===== config.mk =====
export PLATFORM = sky130hd
export DESIGN_NAME = strait_bist_ctrl
export DESIGN_NICKNAME = d
export VERILOG_FILES = /design/src/rtl/strait_bist_ctrl.sv
export SDC_FILE = /design/constraint.sdc
export NUM_CORES = 1
export LEC_CHECK = 0
export BUFFER_PORTS_ARGS = -buffer_cell sky130_fd_sc_hd__buf_2
export CORE_MARGIN = 1
export CORE_UTILIZATION = 55
export DETAILED_ROUTE_END_ITERATION = 12
export PLACE_DENSITY = 0.85
export SETUP_SLACK_MARGIN = 0.1
export SLEW_MARGIN = 20
export SYNTH_ARGS = -nofsm -noshare
export SYNTH_HDL_FRONTEND = slang
export SYNTH_SLANG_ARGS = --single-unit
export TNS_END_PERCENT = 1

===== constraint.sdc =====
create_clock -name clk -period 6.35 [get_ports clk]
set_input_delay 0 -clock clk [delete_from_list [all_inputs] [get_ports clk]]
set_output_delay 0 -clock clk [all_outputs]
set_load 0.02 [all_outputs]

===== src/rtl/strait_bist_ctrl.sv =====
`default_nettype none
// ============================================================================
//  Module   : strait_bist_ctrl
//  Purpose  : Built-in self-test sequencer for a STRAIT PE scan chain.
//             Each pattern shifts N_PE LFSR words into the P chain (LOAD),
//             applies LFSR-derived A/W operands with the chain in capture
//             mode (CAPTURE), then shifts the chain out into a MISR
//             (UNLOAD). After N_PAT patterns the MISR is compared against
//             GOLDEN (COMPARE) and a one-cycle done pulse is issued (DONE).
//  Ports    : clk      - rising-edge clock
//             rst      - asynchronous active-high reset
//             start    - begin a run (honoured only in IDLE)
//             scan_en  - chain mode, 1 = shift, 0 = capture
//             a_out    - PE A operand
//             w_out    - PE W operand
//             p_in     - word into the chain head
//             p_out    - word from the chain tail
//             busy     - run in progress (LOAD..COMPARE)
//             done     - one-cycle end-of-run pulse
//             pass     - final signature matched GOLDEN
//             pat_cnt  - index of the current pattern
//  Revision : 1.0 - initial release
// ============================================================================
module strait_bist_ctrl #(
   parameter int          N_PE    = 4,
   parameter int          N_PAT   = 8,
   parameter int          CAP_CYC = 2,
   parameter logic [31:0] SEED    = 32'h0000_0001,
   parameter logic [31:0] GOLDEN  = 32'h0000_0000
) (
   input  logic        clk,
   input  logic        rst,
   input  logic        start,
   output logic        scan_en,
   output logic [31:0] a_out,
   output logic [31:0] w_out,
   output logic [31:0] p_in,
   input  logic [31:0] p_out,
   output logic        busy,
   output logic        done,
   output logic        pass,
   output logic [7:0]  pat_cnt
);

   localparam logic [2:0] S_IDLE    = 3'd0;
   localparam logic [2:0] S_LOAD    = 3'd1;
   localparam logic [2:0] S_CAPTURE = 3'd2;
   localparam logic [2:0] S_UNLOAD  = 3'd3;
   localparam logic [2:0] S_COMPARE = 3'd4;
   localparam logic [2:0] S_DONE    = 3'd5;

   localparam logic [31:0] c_poly     = 32'h8020_0003;
   // 7 bits covers the largest in-state count (N_PE up to 64) without wrap.
   localparam logic [6:0]  c_pe_last  = 7'(N_PE - 1);
   localparam logic [6:0]  c_cap_last = 7'(CAP_CYC - 1);
   localparam logic [7:0]  c_pat_last = 8'(N_PAT - 1);

   logic [2:0]  r_state;
   logic [2:0]  w_next_state;
   logic [6:0]  r_cyc;
   logic [31:0] r_lfsr;
   logic [31:0] r_misr;
   logic [7:0]  r_pat;
   logic        r_pass;

   function automatic logic [31:0] f_lfsr_step(input logic [31:0] l);
      f_lfsr_step = {l[30:0], 1'b0} ^ (l[31] ? c_poly : 32'h0);
   endfunction

   function automatic logic [31:0] f_misr_step(input logic [31:0] m, input logic [31:0] d);
      f_misr_step = {m[30:0], 1'b0} ^ (m[31] ? c_poly : 32'h0) ^ d;
   endfunction

   // ---------------------------------------------------------------- state
   always_ff @(posedge clk or posedge rst) begin
      if (rst) begin
         r_state <= S_IDLE;
      end else begin
         r_state <= w_next_state;
      end
   end

   // ----------------------------------------------------------- next state
   always_comb begin
      w_next_state = r_state;
      case (r_state)
         S_IDLE:    if (start) w_next_state = S_LOAD;
         S_LOAD:    if (r_cyc == c_pe_last) w_next_state = S_CAPTURE;
         S_CAPTURE: if (r_cyc == c_cap_last) w_next_state = S_UNLOAD;
         S_UNLOAD: begin
            if (r_cyc == c_pe_last) begin
               w_next_state = (r_pat == c_pat_last) ? S_COMPARE : S_LOAD;
            end
         end
         S_COMPARE: w_next_state = S_DONE;
         S_DONE:    w_next_state = S_IDLE;
         default:   w_next_state = S_IDLE;
      endcase
   end

   // ------------------------------------------------------------- datapath
   always_ff @(posedge clk or posedge rst) begin
      if (rst) begin
         r_cyc  <= 7'd0;
         r_lfsr <= SEED;
         r_misr <= 32'h0;
         r_pat  <= 8'd0;
         r_pass <= 1'b0;
      end else begin
         // In-state cycle counter restarts on every state change, so a
         // back-to-back UNLOAD->LOAD also begins LOAD at cycle 0.
         if (w_next_state != r_state) begin
            r_cyc <= 7'd0;
         end else if (r_state == S_LOAD || r_state == S_CAPTURE || r_state == S_UNLOAD) begin
            r_cyc <= r_cyc + 7'd1;
         end

         case (r_state)
            S_IDLE: begin
               if (start) begin
                  r_lfsr <= SEED;
                  r_misr <= 32'h0;
                  r_pat  <= 8'd0;
                  r_pass <= 1'b0;
               end
            end
            S_LOAD: begin
               r_lfsr <= f_lfsr_step(r_lfsr);
            end
            S_CAPTURE: begin
               // Operands stay frozen for the whole capture window.
               if (r_cyc == c_cap_last) r_lfsr <= f_lfsr_step(r_lfsr);
            end
            S_UNLOAD: begin
               r_misr <= f_misr_step(r_misr, p_out);
               if (r_cyc == c_pe_last && r_pat != c_pat_last) r_pat <= r_pat + 8'd1;
            end
            S_COMPARE: begin
               r_pass <= (r_misr == GOLDEN);
            end
            default: ;
         endcase
      end
   end

   // -------------------------------------------------------------- outputs
   always_comb begin
      busy    = 1'b0;
      done    = 1'b0;
      scan_en = 1'b0;
      p_in    = 32'h0;
      a_out   = 32'h0;
      w_out   = 32'h0;
      case (r_state)
         S_LOAD: begin
            busy    = 1'b1;
            scan_en = 1'b1;
            p_in    = r_lfsr;
         end
         S_CAPTURE: begin
            busy  = 1'b1;
            a_out = r_lfsr;
            w_out = {r_lfsr[15:0], r_lfsr[31:16]};
         end
         S_UNLOAD: begin
            busy    = 1'b1;
            scan_en = 1'b1;
         end
         S_COMPARE: begin
            // Chain is left in shift mode so capture happens only in CAPTURE.
            busy    = 1'b1;
            scan_en = 1'b1;
         end
         S_DONE: begin
            done = 1'b1;
         end
         default: ;
      endcase
   end

   assign pass    = r_pass;
   assign pat_cnt = r_pat;

endmodule
`default_nettype wire


==> out/results.md <==
| Item | Reported |
| --- | --- |
| Number of pins exceeding their max-slew limit in the final report | 0 |
| Overall fraction of global-route tracks in use | 26.34% |
| Total power density per cell area | 444.8 nW/um2 |
| Crit path max-delay family | buffers and inverters |
| Unrepaired setup endpoints after global routing | no |
| Synthesized area divided by synthesized cell count | 9.153 um2 |
| Post-layout worst setup margin | 3.543 ns |
| Part of the total power dissipated in sequential elements | 35.8% |
| Total of fill cells in the finished design | 595 |
| Detailed placer's ending HPWL | 7208 um |
| Cells resized by post-CTS repair | 0 |
| Clock buffer count from CTS | 9 |
| Layout area overhead | 22.73% |
| Relative slew margins | 49.15% |
| CP Capture Type | flop |
| Number of maximum-capacitance violations | 0 |
| CTS clk-pin slew, worst paths | 0.09 ns |
| Library cell used as clock root buffer | sky130_fd_sc_hd__clkbuf_8 |
| Number of diodes added for antenna fixing | 0 |
| Power dissipated by switching net loads | 1.175 mW |
| Drt first-iter violations | 256 |
| Clock tree from TritonCTS | yes |
| Top area cells in the synthesized netlist | sky130_fd_sc_hd__dfrtp_1 44%, sky130_fd_sc_hd__xnor2_1 7.1%, sky130_fd_sc_hd__mux2i_1 6.2% |
| Net total in the final layout | 681 |
| Critical setup path kind | reg2reg |
| EDFF count, synth | 0 |
| Wire length of the first global-routing pass | 17950 um |
| Total I/O pin count | 143 |
| Crit-path max FO | 42 |
| Via count normalized by instance count | 5.468 |
| Y dimension of the die | 94.13 um |
| Cell breakdown of the critical path | buf_4 > nor3b_2 > inv_2 > o21ai_4 > buf_16 > mux2_1 |
| Type of the worst min-delay path | in2reg |
| Overall via count from detail_route | 4112 |
| Weighted congestion reported at the end of routability-driven placement | 0.8639 |
| Worst path bufs/invs | 3 |
| I/O Buffers | 142 |
| # H-tree levels | 3 |
| Synthesized netlist cell count | 510 |
| Cell taking the most area after synthesis | sky130_fd_sc_hd__dfrtp_1 |
| Leakage | 2.859 nW |
| Multi-input combinational cell area | 2132 um2 |
| Area of the core | 8217 um2 |
| Longest individual stage delay on the worst path | 0.56 ns |
| Clock power frac | 14.1% |
| Post-route DRC | 0 |
| Proportion of power drawn by combinational gates | 50.1% |
| Final setup viols | 0 |
| Initial antenna violation count | 0 |
| Clock latency on the worst-skew pair | 0.36 ns |
| Synth unique cells | 51 |
| Max Buffers Root-to-Sink | 2 |
| Synthesized net count | 549 |
| Synth Cell Area | 4668 um2 |
| Total clock sinks | 83 |
| Detailed Route WL | 11510 um |
| Worst Max-Slew Pin Slew | 0.7627 ns |
| Post-route ant nets | 0 |
| Vias in the first global route | 3785 |
| Share of flip-flops with an asynchronous set or reset after synthesis | 100.0% |
| Predominant post-synthesis flop cell | sky130_fd_sc_hd__dfrtp_1 |
| Number of core rows | 33 |
| DIE AREA | 8860 um2 |
| Inst Count DP | 703 |
| Clock tree skew after final layout | 0.01490 ns |
| Post-synth top area share | 43.96% |
| Final cycle utilization of the critical path | 44.20% |
| Pin count of the biggest net entering global routing | 84 |
| Sequential cell area in the final layout | 2078 um2 |
| Most numerous cell types in the synthesized netlist | 82 x sky130_fd_sc_hd__dfrtp_1, 68 x sky130_fd_sc_hd__nand2_1, 40 x sky130_fd_sc_hd__nor2_1 |
| Final critical-path required period | 2.807 ns |
| Count of hold buffers inserted by post-cts repair | 31 |
| Type of element launching the critical path | flop |
| Hold WS | 0.01692 ns |
| Result of the run | finished clean |
| Total internal power | 1.374 mW |
| Highest Clock Rate | 0.3563 GHz |
| Count leader, synth | sky130_fd_sc_hd__dfrtp_1 |
| Detail-routed net length per standard cell | 15.30 um |
| Pre-CTS setup slack | 3.296 ns |
| Syn. warnings | 0 |
| Width of the die | 94.13 um |
| Sequential fraction of the synthesis area | 44.52% |
| Share of total power consumed by net switching | 46.10% |
| Buffer count from post-CTS setup fixing | 0 |
| Setup TNS | 0 ns |
| Required time of the critical path | 6.59 ns |
| Total global routing overflow | 0 |
| Number of register bits inferred by synthesis | 83 |
| Number of cells in the finished layout apart from fillers | 752 |
| Arrival time of data at the critical path endpoint | 3.05 ns |
| Count of TritonRoute iterations in the first routing pass | 5 |
| Fraction of final layout cells with drive strength greater than 1 | 27.82% |
| Final number of hold-violating endpoints | 0 |
| Slowest CP cell | sky130_fd_sc_hd__o21ai_4 |
| Worst IR Drop VDD | 0.2205 mV |
| Initial Utilization | 56.81% |
[metrics by stage]
stage          util (%)  instance area, um2  power (mW)
2_1_floorplan         -                4668       1.844
3_3_place_gp      63.10                5185       2.065
3_5_place_dp      63.16                5190       2.123
4_1_cts           69.18                5684       2.501
5_1_grt           69.73                5729       2.717
6_report          69.73                5729       2.549
[area by class of cell]
type | instances | area share [%]
repair buffers | 177 | 18.83
clock buffers | 10 | 2.402
clock inverters | 6 | 0.8080
flip-flops and latches | 83 | 36.27
well taps | 105 | 2.293
multi-input cells | 338 | 37.21
inverters | 33 | 2.184
[placed cells by master, fill, tap and decap left out, types with 6 or more instances in the layout]
cell | netlist | final
sky130_fd_sc_hd__clkbuf_8 | 0 | 10
sky130_fd_sc_hd__xor2_1 | 7 | 7
sky130_fd_sc_hd__nand4_1 | 6 | 6
sky130_fd_sc_hd__nor3_1 | 29 | 29
sky130_fd_sc_hd__dfrtp_1 | 82 | 82
sky130_fd_sc_hd__mux2i_1 | 29 | 29
sky130_fd_sc_hd__and2_1 | 12 | 12
sky130_fd_sc_hd__inv_1 | 32 | 31
sky130_fd_sc_hd__nand2_1 | 68 | 68
sky130_fd_sc_hd__buf_2 | 5 | 142
sky130_fd_sc_hd__dlygate4sd3_1 | 0 | 31
sky130_fd_sc_hd__xnor2_1 | 38 | 38
sky130_fd_sc_hd__a21oi_1 | 9 | 9
sky130_fd_sc_hd__nand3_1 | 6 | 6
sky130_fd_sc_hd__o21ai_0 | 36 | 36
sky130_fd_sc_hd__nor2_1 | 40 | 39
sky130_fd_sc_hd__nor4_1 | 9 | 9
[per-layer routing]
layer	part of all wire (%)	vias up	wire length [um]	GRT usage [%]
li1	-	1928	-	-
met1	42	2012	4834	34.37
met2	51	149	5852	43.37
met3	5.0	23	576	4.773
met4	2.1	0	244	10.38
met5	0	-	0	0
[path summary, 6_finish.rpt]
path                              end  slack (ns)       start  cells after the start
setup / recovery           r_lfsr[30]        3.54  r_state[1]                      6
hold / removal              r_misr[1]        0.02    p_out[1]                      4
setup reg to reg           r_lfsr[30]        3.54  r_state[1]                      6
hold reg to reg            r_misr[30]        0.50  r_misr[30]                      2
max in group asynchronous  r_state[2]        5.44         rst                      4
min in group asynchronous  r_misr[24]        0.34         rst                      4
[kinds of logic (layout without fill, tap and decap cells)]
kind of cell             count (synthesis)  after routing  synth area share, %
AND/OR/NAND/NOR                        195            195                20.80
buffers and inverters                   89            226                10.18
flip-flops                              83             83                44.52
AO/OA/AOI/OAI                           59             59                7.317
XOR/XNOR                                45             45                8.443
multiplexers                            35             35                7.665
adder cells (fa/ha/maj)                  4              4                1.072
[power by group through the flow]
stage / registers (mW) / logic [mW] / clock network [mW]
after floorplan: 0.874 / 0.970 / 0
after global placement: 0.899 / 1.17 / 0
after detailed placement: 0.909 / 1.21 / 0
after CTS: 0.902 / 1.24 / 0.363
after global routing: 0.934 / 1.40 / 0.386
final: 0.911 / 1.28 / 0.360
[flip-flops by register name (all words and copies together) (netlist names)]
signal,cells
pat_cnt,8
r_cyc,7
pass,1
r_lfsr,32
r_state,3
r_misr,32
[worst reg2reg max path, delay by kind of cell (launching register included)]
family / cells / cell delay (ns)
AO/OA/AOI/OAI: 1 / 0.56
flip-flops: 1 / 0.33
buffers and inverters: 3 / 0.94
multiplexers: 1 / 0.34
AND/OR/NAND/NOR: 1 / 0.51
No activity file was read; power rests on OpenSTA's default activity.
